<file path="src/rtl/wide_add_seq_pkg.sv">
// Shared types and helpers for the word-serial wide adder.
package wide_add_seq_pkg;

  typedef enum logic [1:0] {
    IDLE = 2'd0,
    RUN  = 2'd1,
    DONE = 2'd2
  } state_t;

  // Index register must stay at least one bit wide even when WORDS == 1.
  function automatic int idx_width(input int words);
    int w;
    w = $clog2(words);
    return (w < 1) ? 1 : w;
  endfunction

endpackage

</file>
<file path="src/rtl/wide_add_sequencer_ripple.sv">
// Narrow ripple-carry adder shared by every word of the wide addition.
module RippleAdder #(
  parameter int WIDTH = 8
) (
  input  logic [WIDTH-1:0] a,
  input  logic [WIDTH-1:0] b,
  input  logic             carry_in,
  output logic [WIDTH-1:0] c,
  output logic             carry_out,
  output logic             overflow
);

  logic [WIDTH:0] w_cy;

  always_comb begin
    w_cy    = '0;
    c       = '0;
    w_cy[0] = carry_in;
    for (int i = 0; i < WIDTH; i++) begin
      c[i]      = a[i] ^ b[i] ^ w_cy[i];
      w_cy[i+1] = (a[i] & b[i]) | (w_cy[i] & (a[i] ^ b[i]));
    end
  end

  assign carry_out = w_cy[WIDTH];
  // Signed overflow: carry into the sign bit differs from carry out of it.
  assign overflow  = w_cy[WIDTH] ^ w_cy[WIDTH-1];

endmodule

</file>
<file path="src/rtl/wide_add_sequencer.sv">
// Computes a WORDS*WIDTH-bit sum one word per cycle through a single narrow
// adder, LSW first, with valid/ready handshakes on both sides.
module wide_add_sequencer
  import wide_add_seq_pkg::*;
#(
  parameter int WIDTH = 8,
  parameter int WORDS = 4
) (
  input  logic                   clk,
  input  logic                   rst,
  input  logic                   in_valid,
  output logic                   in_ready,
  input  logic [WIDTH*WORDS-1:0] a,
  input  logic [WIDTH*WORDS-1:0] b,
  input  logic                   carry_in,
  output logic                   out_valid,
  input  logic                   out_ready,
  output logic [WIDTH*WORDS-1:0] sum,
  output logic                   carry_out,
  output logic                   overflow
);

  localparam int                IDX_W    = idx_width(WORDS);
  localparam logic [IDX_W-1:0]  LAST_IDX = IDX_W'(WORDS - 1);

  state_t                 r_state;
  state_t                 w_state_next;
  logic [IDX_W-1:0]       r_idx;
  logic [WIDTH*WORDS-1:0] r_a;
  logic [WIDTH*WORDS-1:0] r_b;
  logic                   r_carry;
  logic [WIDTH*WORDS-1:0] r_sum;
  logic                   r_carry_out;
  logic                   r_overflow;
  logic                   r_out_valid;

  logic [WIDTH-1:0]       w_a_word;
  logic [WIDTH-1:0]       w_b_word;
  logic [WIDTH-1:0]       w_c;
  logic                   w_co;
  logic                   w_ov;
  logic                   w_last;

  always_comb begin
    w_a_word = r_a[int'(r_idx)*WIDTH +: WIDTH];
    w_b_word = r_b[int'(r_idx)*WIDTH +: WIDTH];
  end

  assign w_last = (r_idx == LAST_IDX);

  RippleAdder #(.WIDTH(WIDTH)) u_adder (
    .a         (w_a_word),
    .b         (w_b_word),
    .carry_in  (r_carry),
    .c         (w_c),
    .carry_out (w_co),
    .overflow  (w_ov)
  );

  always_ff @(posedge clk) begin
    if (rst) r_state <= IDLE;
    else     r_state <= w_state_next;
  end

  always_comb begin
    w_state_next = r_state;
    case (r_state)
      IDLE:    if (in_valid) w_state_next = RUN;
      RUN:     if (w_last)   w_state_next = DONE;
      DONE:    if (out_ready) w_state_next = IDLE;
      default: w_state_next = IDLE;
    endcase
  end

  always_ff @(posedge clk) begin
    if (rst) begin
      r_idx       <= '0;
      r_a         <= '0;
      r_b         <= '0;
      r_carry     <= 1'b0;
      r_sum       <= '0;
      r_carry_out <= 1'b0;
      r_overflow  <= 1'b0;
      r_out_valid <= 1'b0;
    end else begin
      case (r_state)
        IDLE: begin
          if (in_valid) begin
            r_a     <= a;
            r_b     <= b;
            r_carry <= carry_in;
            r_idx   <= '0;
          end
        end
        RUN: begin
          r_sum[int'(r_idx)*WIDTH +: WIDTH] <= w_c;
          r_carry <= w_co;
          if (w_last) begin
            r_carry_out <= w_co;
            r_overflow  <= w_ov;
            r_out_valid <= 1'b1;
            r_idx       <= '0;
          end else begin
            r_idx <= r_idx + IDX_W'(1);
          end
        end
        DONE: begin
          if (out_ready) r_out_valid <= 1'b0;
        end
        default: ;
      endcase
    end
  end

  assign in_ready  = (r_state == IDLE) && !rst;
  assign out_valid = r_out_valid;
  assign sum       = r_sum;
  assign carry_out = r_carry_out;
  assign overflow  = r_overflow;

endmodule

</file>
<file path="config.mk">
export PLATFORM = sky130hd
export DESIGN_NAME = wide_add_sequencer
export DESIGN_NICKNAME = d
export VERILOG_FILES = /design/src/rtl/wide_add_seq_pkg.sv /design/src/rtl/wide_add_sequencer_ripple.sv /design/src/rtl/wide_add_sequencer.sv
export SDC_FILE = /design/constraint.sdc
export NUM_CORES = 1
export LEC_CHECK = 0
export ABC_AREA = 1
export CAP_MARGIN = 15
export CORE_MARGIN = 2
export CORE_UTILIZATION = 26
export DETAILED_ROUTE_END_ITERATION = 10
export GPL_TIMING_DRIVEN = 1
export SLEW_MARGIN = 20
export SYNTH_ARGS = -nofsm -noshare
export SYNTH_HDL_FRONTEND = slang
export SYNTH_SLANG_ARGS = --single-unit
export TNS_END_PERCENT = 10
</file>
<file path="constraint.sdc">
create_clock -name clk -period 4.1 [get_ports clk]
set_clock_uncertainty 0.05 [all_clocks]
set_input_delay 0.41 -clock clk [delete_from_list [all_inputs] [get_ports clk]]
set_output_delay 0.41 -clock clk [all_outputs]
set_load 0.02 [all_outputs]
</file>
# After elaboration in Yosys (flattened, before gate mapping)
# Cells that the tools add are included.
# op_classes
addsub,2
n_eq_ne,6
shift,4
mux,13
bitwise_logic,41
n_reduce_logical,10
# op_table
operator,n
32-bit by 6-bit variable part select with 8-bit output,2
5-bit negation with 33-bit output,1
"8-bit by 33-bit variable shift with 32-bit output, first input constant",1
8-bit by 33-bit variable part select with 32-bit output,1
32-bit bitwise mux,1
1-bit XOR,17
1-bit bitwise AND,16
2-bit two-way mux,5
1-bit bitwise OR,8
"2-bit != test, second input constant",3
2-bit case mux with 3 select lines,1
2-bit AND reduction,3
3-bit AND reduction,2
"2-bit equality test, second input constant",2
1-bit case mux with 2 select lines,2
2-bit case mux with 2 select lines,1
2-bit nonzero test,2
1-bit two-way mux,3
"2-bit by 1-bit adder with 2-bit output, second input constant",1
"2-bit by 1-bit equality test with 1-bit output, second input constant",1
2-bit zero test,1
1-bit logical AND,1
1-bit zero test,1
# totals
reg_bits,104
output_inout_bits,36
word_cells,85

# Depth between registers and ports, before layout
# Gate-level depths: netlist of the first run.
# logic_depth
depth_word,19
ltp_mapped,21

# By module
# A second synthesis of the first run with hierarchy kept.
# unflattened
cells_unflattened,631
area_unflattened_um2,4647.0
# modules_own_cells
module,n_inst,cells_each,area_each_um2,seq_area_each_um2
wide_add_sequencer,1,610,4438.0,2082.0
RippleAdder,1,21,209.0,0.0

# Worst setup path before layout of the first run
# OpenSTA, ideal clock, no wires.
# synth_path
path_kind,reg2reg
start,register r_idx[0]
end,register r_sum[15] (netlist: sum[15])
setup_ns,0.128
t_arrival_ns,3.922
required_ns,3.922
path_slack_ns,0.000
path_stages_with_launch,22
n_path_buf,2
period_less_slack_ns,4.100
cell_sequence,dfxtp_1 buf_2 inv_1 clkbuf_1 nor2_1 nor2_1 a21oi_1 fa_1 fa_1 fa_1 fa_1 inv_1 fa_1 fa_1 fa_1 fa_1 inv_1 nor2_1 nand2_1 nor2_1 nor2_1 nor2_1
# synth_between
elab_chain_len,19
word_cells_on_any_way,43
cone_classes,1 x add/sub; 4 x shift; 1 x mux; 37 x bitwise
# synth_rtl
item,line,rtl
"start, declared",wide_add_sequencer.sv:28,logic [IDX_W-1:0] r_idx;
"start signal, assigned",wide_add_sequencer.sv:104,r_idx <= r_idx + IDX_W'(1);
"32-bit by 6-bit variable part select with 8-bit output, on equally long branches","wide_add_sequencer.sv:45, wide_add_sequencer.sv:46",
1-bit XOR,"wide_add_sequencer_ripple.sv:20, wide_add_sequencer_ripple.sv:21",
1-bit bitwise AND,wide_add_sequencer_ripple.sv:21,w_cy[i+1] = (a[i] & b[i]) | (w_cy[i] & (a[i] ^ b[i]));
1-bit bitwise OR,wide_add_sequencer_ripple.sv:21,
1-bit bitwise AND,wide_add_sequencer_ripple.sv:21,
1-bit bitwise OR,wide_add_sequencer_ripple.sv:21,
1-bit bitwise AND,wide_add_sequencer_ripple.sv:21,
1-bit bitwise OR,wide_add_sequencer_ripple.sv:21,
[3 not listed],n/a,
1-bit bitwise OR,wide_add_sequencer_ripple.sv:21,
1-bit bitwise AND,wide_add_sequencer_ripple.sv:21,
1-bit bitwise OR,wide_add_sequencer_ripple.sv:21,
1-bit bitwise AND,wide_add_sequencer_ripple.sv:21,
1-bit bitwise OR,wide_add_sequencer_ripple.sv:21,
1-bit XOR,wide_add_sequencer_ripple.sv:20,c[i] = a[i] ^ b[i] ^ w_cy[i];
8-bit by 33-bit variable part select with 32-bit output,wide_add_sequencer.sv:96,r_sum[int'(r_idx)*WIDTH +: WIDTH] <= w_c;
32-bit bitwise mux (*),wide_add_sequencer.sv:96,
"end signal, assigned by index",wide_add_sequencer.sv:96,
"end, declared",wide_add_sequencer.sv:32,logic [WIDTH*WORDS-1:0] r_sum;
# Mark *: on every way between the ends. The rest lies on a longest branch, timed or not.
# A chain may end at the register's enable or synchronous reset.

# Final worst setup path of the first run
# layout_path
start,register r_idx[1]
end,register r_sum[15] (netlist: sum[15])
# Same word-level chain as after synthesis.

==> Flow_metrics.wiki, run 1 <==
{| class="wikitable"
! Metric !! Value
|-
| Status || completed
|-
| Startpoint kind of the worst setup timing path || flop
|-
| Via Count || 4209
|-
| Yosys Warn Count || 0
|-
| Boundary pin count || 105
|-
| H-tree depth reported by CTS || 3
|-
| Arrival time of the worst setup path || 4150 ps
|-
| Most frequent cell after synthesis || sky130_fd_sc_hd__nor2_1
|-
| Area growth, synth to finish || 32.8%
|-
| Initial Util || 0.263
|-
| Synth Area in Simple Gates || 0.252
|-
| Synth Area in Compound Gates || 0.166
|-
| Root buffer cell || sky130_fd_sc_hd__clkbuf_16
|-
| Cell types with the largest area share after synthesis || sky130_fd_sc_hd__dfxtp_1, sky130_fd_sc_hd__nor2_1, sky130_fd_sc_hd__o21ai_0
|-
| Number of fill cells in the layout || 1921
|-
| Yosys top cell by area || sky130_fd_sc_hd__dfxtp_1
|-
| Top post-synthesis cells by count || sky130_fd_sc_hd__nor2_1, sky130_fd_sc_hd__dfxtp_1, sky130_fd_sc_hd__nand2_1
|-
| Transition time at the pin with the least slew margin || 927 ps
|-
| Number of antenna cells inserted || 0
|-
| Pwr dens || 388 nW/um^2
|-
| Time the final worst path needs with I/O delays and setup || 3970 ps
|-
| WL final || 12900 um
|-
| Pleak || between 0.002 and 0.0025 uW
|-
| Initial antenna violation count || 0
|-
| Mapped Cells || 652
|-
| Insertion delay of the later-clocked pin in the worst-skew pair || 350 ps
|-
| Area of the core region || 17900 sq um
|-
| Flip-flop cell with the highest count after synthesis || sky130_fd_sc_hd__dfxtp_1
|-
| Quantity of hold-fixing buffers added after cts || 0
|-
| Number of setup violations in the final report || 0
|-
| Largest net degree at the start of global routing || 65
|-
| Max Cap Viol || 0
|-
| EDFF count, synth || 0
|-
| Sequential cell area || 2090 sq um
|-
| Adder-cell share of the synthesized area || 0.0499
|-
| Area occupied by multi-input gates || roughly 2200 sq um
|-
| Fraction of final layout cells with drive strength greater than 1 || 0.0744
|-
| Top-area cell type share of the netlist area || 0.441
|-
| Cell row count || 49
|-
| Achievable frequency || roughly 0.25 GHz
|-
| Total Nets Final || 831
|-
| Vias per cell || between 4 and 5
|-
| Proportion of synthesized chip area in sequential cells || 0.441
|-
| Die X-Extent || 139 um
|-
| Routability cong. || 0.888
|-
| Final number of max-transition violations || 0
|-
| Post-placement cell count || 964
|-
| Number of remaining DRC errors || 0
|-
| Share of synthesized area spent on multiplexers || 0
|-
| Clock sink count || about 100
|-
| Dominant combinational cell family by area after synthesis || simple AND/OR/NAND/NOR gates
|-
| Initial DRC Count || 232
|-
| Final period utilization || 0.969
|-
| CP Data Required Time || roughly 4300 ps
|-
| Worst min-delay path category || reg2reg
|-
| Ys async rst share || 0
|-
| Remaining number of nets flagged by the antenna check after routing || 0
|-
| Total Neg Setup Slack || 0 ps
|-
| Cell variety after synth || 27
|-
| VDD IR-drop max || between 200 and 250 uV
|-
| Count of placed standard cells in the final layout, fillers left out || 982
|-
| TritonCTS clock tree || yes
|-
| Die boundary height || 139 um
|-
| Register bit total from synthesis || around 100
|-
| Clock buffer count from CTS || 9
|-
| Largest fanout on the critical path || 6
|-
| Via count of the first global-routing pass || 3972
|-
| Type of the worst setup path || reg2reg
|-
| Kind of end point of the critical path || flop
|-
| Initial DRT Pass Iterations || 4
|-
| Hold Violations, Final || 0
|-
| Average wire per cell in the routed design || 13.1 um
|-
| Average instance area after synthesis || 7.23 sq um
|-
| Net count after synthesis || 735
|-
| Deepest clock path buffer count || 2
|-
| Clock transition at the registers of the reported paths || 70 ps
|-
| Overflow left after global routing || 0
|-
| Final hold slack || 406 ps
|-
| All-Layer GR Usage || 0.133
|-
| Die Footprint || 19200 sq um
|-
| Worst slew margin || 0.381
|-
| Sum of net half-perimeters after detailed placement || 9680 um
|-
| Area share of xor/xnor cells in the synthesized design || 0.00186
|-
| First-pass GRT wire length || between 20000 and 25000 um
|-
| Mapped cell area || 4720 sq um
|-
| Number of input and output port buffers inserted || between 100 and 150
|}
-- cell type report --
| cell class | count | share of cell area |
|---|---|---|
| Tap cell | 229 | 0.0458 |
| Multi-Input combinational cell | 466 | 0.359 |
| Clock buffer | 12 | 0.0378 |
| Sequential cell | 104 | 0.333 |
| Clock inverter | 4 | 0.00859 |
| Timing Repair Buffer | 123 | 0.189 |
| Inverter | 44 | 0.0264 |
-- sequential cells by signal, summed over array words and instances, names as in the netlist --
register and count:
out_valid 1, r_b 32, r_state 2, overflow 1, r_carry 1, sum 32, r_idx 2, r_a 32
carry_out 1
-- logic make-up (layout without fill, tap and decap cells) --
family          Yosys count  after routing
flops                   104            104
simple gates            297            297
compound gates          154            154
xor+xnor                  1              1
buf+inv                  82            183
fa+ha+maj                14             14
-- routing by layer --
metal  GRT usage  routed length, um  part of all wire  vias to the layer above
met5           0                  0                 0                        -
met4      0.0324                167             0.013                        0
met3      0.0314                625             0.049                       16
met2       0.209               5740              0.45                       97
met1       0.186               6350              0.49                     1819
li1            -                  -                 -                     2277
-- stage by stage --
step	area, sq um	total power, uW	utilization	setup WS (ps)
finish	6260	2430	0.350	126
floorplan	4720	1410	-	28.2
detailed placement	5920	1580	0.330	74.2
CTS	6210	2430	0.347	47.5
global route	6260	2550	0.350	-17.5
global placement	5920	1580	0.330	143
-- worst max-delay path: stages (launching register included) --
cell and delay, ps:
sky130_fd_sc_hd__dfxtp_1 450, sky130_fd_sc_hd__o21ai_1 100, sky130_fd_sc_hd__nor2_1 150, sky130_fd_sc_hd__a21oi_2 60
sky130_fd_sc_hd__fa_2 400, sky130_fd_sc_hd__fa_2 400, sky130_fd_sc_hd__fa_2 360, sky130_fd_sc_hd__fa_1 360
sky130_fd_sc_hd__inv_1 80, sky130_fd_sc_hd__fa_2 200, sky130_fd_sc_hd__fa_2 220, sky130_fd_sc_hd__fa_2 230
sky130_fd_sc_hd__fa_1 410, sky130_fd_sc_hd__inv_1 90, sky130_fd_sc_hd__nor2_2 40, sky130_fd_sc_hd__nand2_1 70
sky130_fd_sc_hd__nor2_1 40, sky130_fd_sc_hd__nor2_1 90, sky130_fd_sc_hd__nor2_1 40
-- timing repair --
item | 4_1_cts | 5_1_grt
gates resized for setup | 0 | 22
buffers inserted | 0 | 1
endpoints found under the setup margin | 0 | 6
endpoints found under the hold margin | 0 | 0
-- where the power goes --
group	internal [uW]	switching (uW)	total, uW
logic	205	258	462
clock network	477	373	849
registers	1080	40.8	1120
total	1760	671	2430
-- worst paths after layout --
check	startpoint	endpoint	cells past startpoint	slack [ps]
max	r_idx[1]	sum[15]	18	130
min	r_b[2]	r_b[2]	2	410
max reg2reg	r_idx[1]	sum[15]	18	130
min reg2reg	r_b[2]	r_b[2]	2	410
-- cells in the final DEF (no fill, tap or decap), types with 2 or more instances in the layout --
master and count:
sky130_fd_sc_hd__nand3_1 16, sky130_fd_sc_hd__o21ai_1 40, sky130_fd_sc_hd__inv_2 3, sky130_fd_sc_hd__clkbuf_16 9, sky130_fd_sc_hd__buf_4 17, sky130_fd_sc_hd__fa_1 2, sky130_fd_sc_hd__clkbuf_1 3, sky130_fd_sc_hd__nor2_1 197
sky130_fd_sc_hd__ha_1 6, sky130_fd_sc_hd__fa_2 6, sky130_fd_sc_hd__nand2_2 2, sky130_fd_sc_hd__nor2_2 3, sky130_fd_sc_hd__clkdlybuf4s50_1 104, sky130_fd_sc_hd__a21oi_2 4, sky130_fd_sc_hd__nor2_4 3, sky130_fd_sc_hd__clkinvlp_4 2
sky130_fd_sc_hd__inv_1 40, sky130_fd_sc_hd__o22ai_1 8, sky130_fd_sc_hd__dfxtp_1 103, sky130_fd_sc_hd__nand2_1 72, sky130_fd_sc_hd__a21oi_1 40, sky130_fd_sc_hd__o21ai_0 61
Power figures use the tool's default switching activity.
==> inputs of run 2 (changes only) <==
- CORE_ASPECT_RATIO: unset -> 1.1
- TNS_END_PERCENT: 10 -> 100
- clock period: 4.1 -> 4.3 ns (I/O delays scaled with it)
==> Flow_metrics.wiki, run 2 (synthesis gave the netlist of run 1 again) <==
{| class="wikitable"
! Metric !! Value
|-
| Via Count || 4299 (+2.1%)
|-
| Fraction of power consumed by combinational cells || 0.183 (-0.007)
|-
| Remaining number of nets flagged by the antenna check after routing || 0 (unchanged)
|-
| Routability cong. || 0.884 (-0.44%)
|-
| Number of fill cells in the layout || 1970 (+2.6%)
|-
| Cell row count || 51 (+4.1%)
|-
| Initial antenna violation count || 0 (unchanged)
|-
| Sum of net half-perimeters after detailed placement || 9740 um (+0.57%)
|-
| Root buffer cell || sky130_fd_sc_hd__clkbuf_16
|-
| TritonCTS clock tree || yes
|-
| Critical R2R Capture || sum[31]
|-
| Most frequent cell on the critical path || sky130_fd_sc_hd__fa_1
|-
| Fraction of final layout cells with drive strength greater than 1 || 0.0563 (-0.0181)
|-
| Largest fanout on the critical path || 11 (+5)
|-
| Initial DRT Pass Iterations || 4 (unchanged)
|-
| Commonest cells after routing, fill and taps aside || sky130_fd_sc_hd__nor2_1, sky130_fd_sc_hd__clkdlybuf4s50_1, sky130_fd_sc_hd__dfxtp_1
|-
| Wl on met1 || 6180 um (-2.8%)
|-
| Clock transition at the registers of the reported paths || 70 ps (about the same)
|-
| Startpoint kind of the worst setup timing path || flop
|-
| Transition time at the pin with the least slew margin || 957 ps (+29.0 ps)
|-
| Cell depth of the worst min-delay path || 2 (unchanged)
|-
| Startpoint of the worst register-to-register path || r_idx[1]
|-
| Kind of end point of the critical path || flop
|-
| Capture point of the critical path || sum[31]
|-
| Sequential Power Share || 0.463 (+0.003)
|-
| Area of the core region || 17700 sq um (-0.91%)
|-
| Time the final worst path needs with I/O delays and setup || 4050 ps (+74.0 ps)
|-
| Total Nets Final || 824 (-0.84%)
|-
| Die boundary height || 145 um (+4.7%)
|-
| Achievable frequency || 0.247 GHz (-1.8%)
|-
| VDD IR-drop max || 198 uV (-9.2%)
|-
| Worst min-delay path category || reg2reg
|-
| Final Cell Area || 6200 sq um (-1.0%)
|-
| Peak per-stage delay on the critical path || 470 ps (+20 ps)
|-
| Uppermost layer routed || met4
|-
| Boundary pin count || 105 (unchanged)
|-
| Internal Power || 1660 uW (-5.5%)
|-
| Area growth, synth to finish || 31.4%
|-
| WL final || 12900 um (about the same)
|-
| Hold Violations, Final || 0 (unchanged)
|-
| Max Cap Viol || 0 (unchanged)
|-
| Net switching share of the total power || 0.279 (+0.00254)
|-
| Clock buffer count from CTS || 9 (unchanged)
|-
| Clock sink count || 104 (unchanged)
|-
| Initial Util || 0.266 (+0.00242)
|-
| Number of antenna cells inserted || 0 (unchanged)
|-
| Metal2 WL || 5790 um (+0.82%)
|-
| Total Neg Setup Slack || 0 ps (unchanged)
|-
| RSZ-0062 raised after global routing || no
|-
| Worst-path cell with the longest stage delay || sky130_fd_sc_hd__fa_1
|-
| Number of remaining DRC errors || 0 (unchanged)
|-
| Met3 routed wirelength || 672 um (+7.5%)
|-
| Final period utilization || 0.941 (-0.0279)
|-
| Initial DRC Count || 304 (+31%)
|-
| Largest net degree at the start of global routing || 57 (-12%)
|-
| Relative contribution of the clock network to total power || 0.354 (+0.004)
|-
| Worst slew margin || 0.361 (-0.0194)
|-
| Crit path launch || r_idx[1]
|-
| Insertion delay of the later-clocked pin in the worst-skew pair || 350 ps (about the same)
|-
| Type of the worst setup path || reg2reg
|-
| Arrival time of the worst setup path || 4220 ps (+70 ps)
|-
| Status || completed
|-
| Number of input and output port buffers inserted || 104 (unchanged)
|-
| FF-to-FF path depth || 16 (-2)
|-
| Average wire per cell in the routed design || 13.1 um (-0.15%)
|-
| Switch Pwr || 642 uW (-4.3%)
|-
| Number of setup violations in the final report || 0 (unchanged)
|-
| Die Footprint || 19200 sq um (about the same)
|-
| Deepest clock path buffer count || 2 (unchanged)
|-
| Via count of the first global-routing pass || 4184 (+5.3%)
|-
| Final number of max-transition violations || 0 (unchanged)
|-
| Worst path cell trace || inv_1, a21oi_2, fa_1, fa_1, fa_1, fa_1, inv_1, fa_1, fa_1, fa_1, fa_1, buf_4, nand2_1, nor2_1, nand2_1, a21oi_1
|-
| Die X-Extent || 132 um (-4.5%)
|-
| CP Data Required Time || 4470 ps (+190 ps)
|-
| Vias per cell || 4.37 (+1.9%)
|-
| Total power draw || 2300 uW (-5.2%)
|-
| Pwr dens || 372 nW/um^2 (-4.2%)
|-
| Pleak || 0.00245 uW (-1.2%)
|-
| Overflow left after global routing || 0 (unchanged)
|-
| Reg2reg setup slack || 250 ps (+130 ps)
|-
| Commonest non-fill, non-tap cell in the layout || sky130_fd_sc_hd__nor2_1
|-
| All-Layer GR Usage || 0.135 (+0.00183)
|-
| Placed standard-cell area || 5880 sq um (-0.57%)
|-
| First-pass GRT wire length || 20800 um (+1.7%)
|-
| H-tree depth reported by CTS || 3 (unchanged)
|}
run 2: cell count changes in the layout (fill, tap and decap cells not counted), sizes merged:
cell	before	now
buf	19	12
clkinv	1	6
clkbuf	12	9
inv	44	42
run 2: worst max-delay path: cells and delay by family, from the launching register on:
kind                     cells  cell delay (ps)
AO/OA/AOI/OAI                2              160
buffers and inverters        3              500
AND/OR/NAND/NOR              3              170
adder cells (fa/ha/maj)      8             2670
flip-flops                   1              370
run 2: through the flow:
stage / utilization / setup slack [ps] / hold WS (ps) / std cells
final: 0.349 / 252 / 410 / 984
after global routing: 0.349 / 9.09 / 424 / 984
after CTS: 0.348 / 208 / 413 / 983
after detailed placement: 0.332 / 233 / 402 / 967
after global placement: 0.332 / 283 / 400 / 967
after floorplan: - / 200 / 374 / 652
run 2: worst min-delay path by stage:
stage                       from     end  slack [ps]
final                     r_a[0]  r_a[0]         410
after global routing      r_a[0]  r_a[0]         420
after CTS                 r_a[0]  r_a[0]         410
after detailed placement  r_a[0]  r_a[0]         400
after global placement    r_a[0]  r_a[0]         400
after floorplan           r_b[0]  r_b[0]         370
run 2: repair_timing:
action	in CTS	in global routing
gates resized for setup	0	4
setup endpoints to repair	0	3
buffers inserted	0	1
hold buffers	0	0
run 2: power groups by stage:
stage,Clock [uW],Sequential [uW],Combinational [uW]
after detailed placement,0,1090,414
after floorplan,0,1080,269
after global placement,0,1090,411
after CTS,834,1070,415
after global routing,863,1070,473
final,815,1070,422
run 2: final cells by class:
type,count,area (sq um),share of cell area
Multi-Input combinational cell,466,2220,0.358
Sequential cell,104,2080,0.336
Timing Repair Buffer,116,1130,0.183
Tap cell,238,298,0.0481
Clock buffer,9,225,0.0363
Inverter,44,165,0.0267
Clock inverter,7,72.6,0.0117
run 2: metal layers:
layer | track usage | vias to the layer above
met2 | 0.218 | 119
met4 | 0.0446 | 0
met1 | 0.176 | 1897
li1 | - | 2266
met5 | 0 | -
met3 | 0.0328 | 17
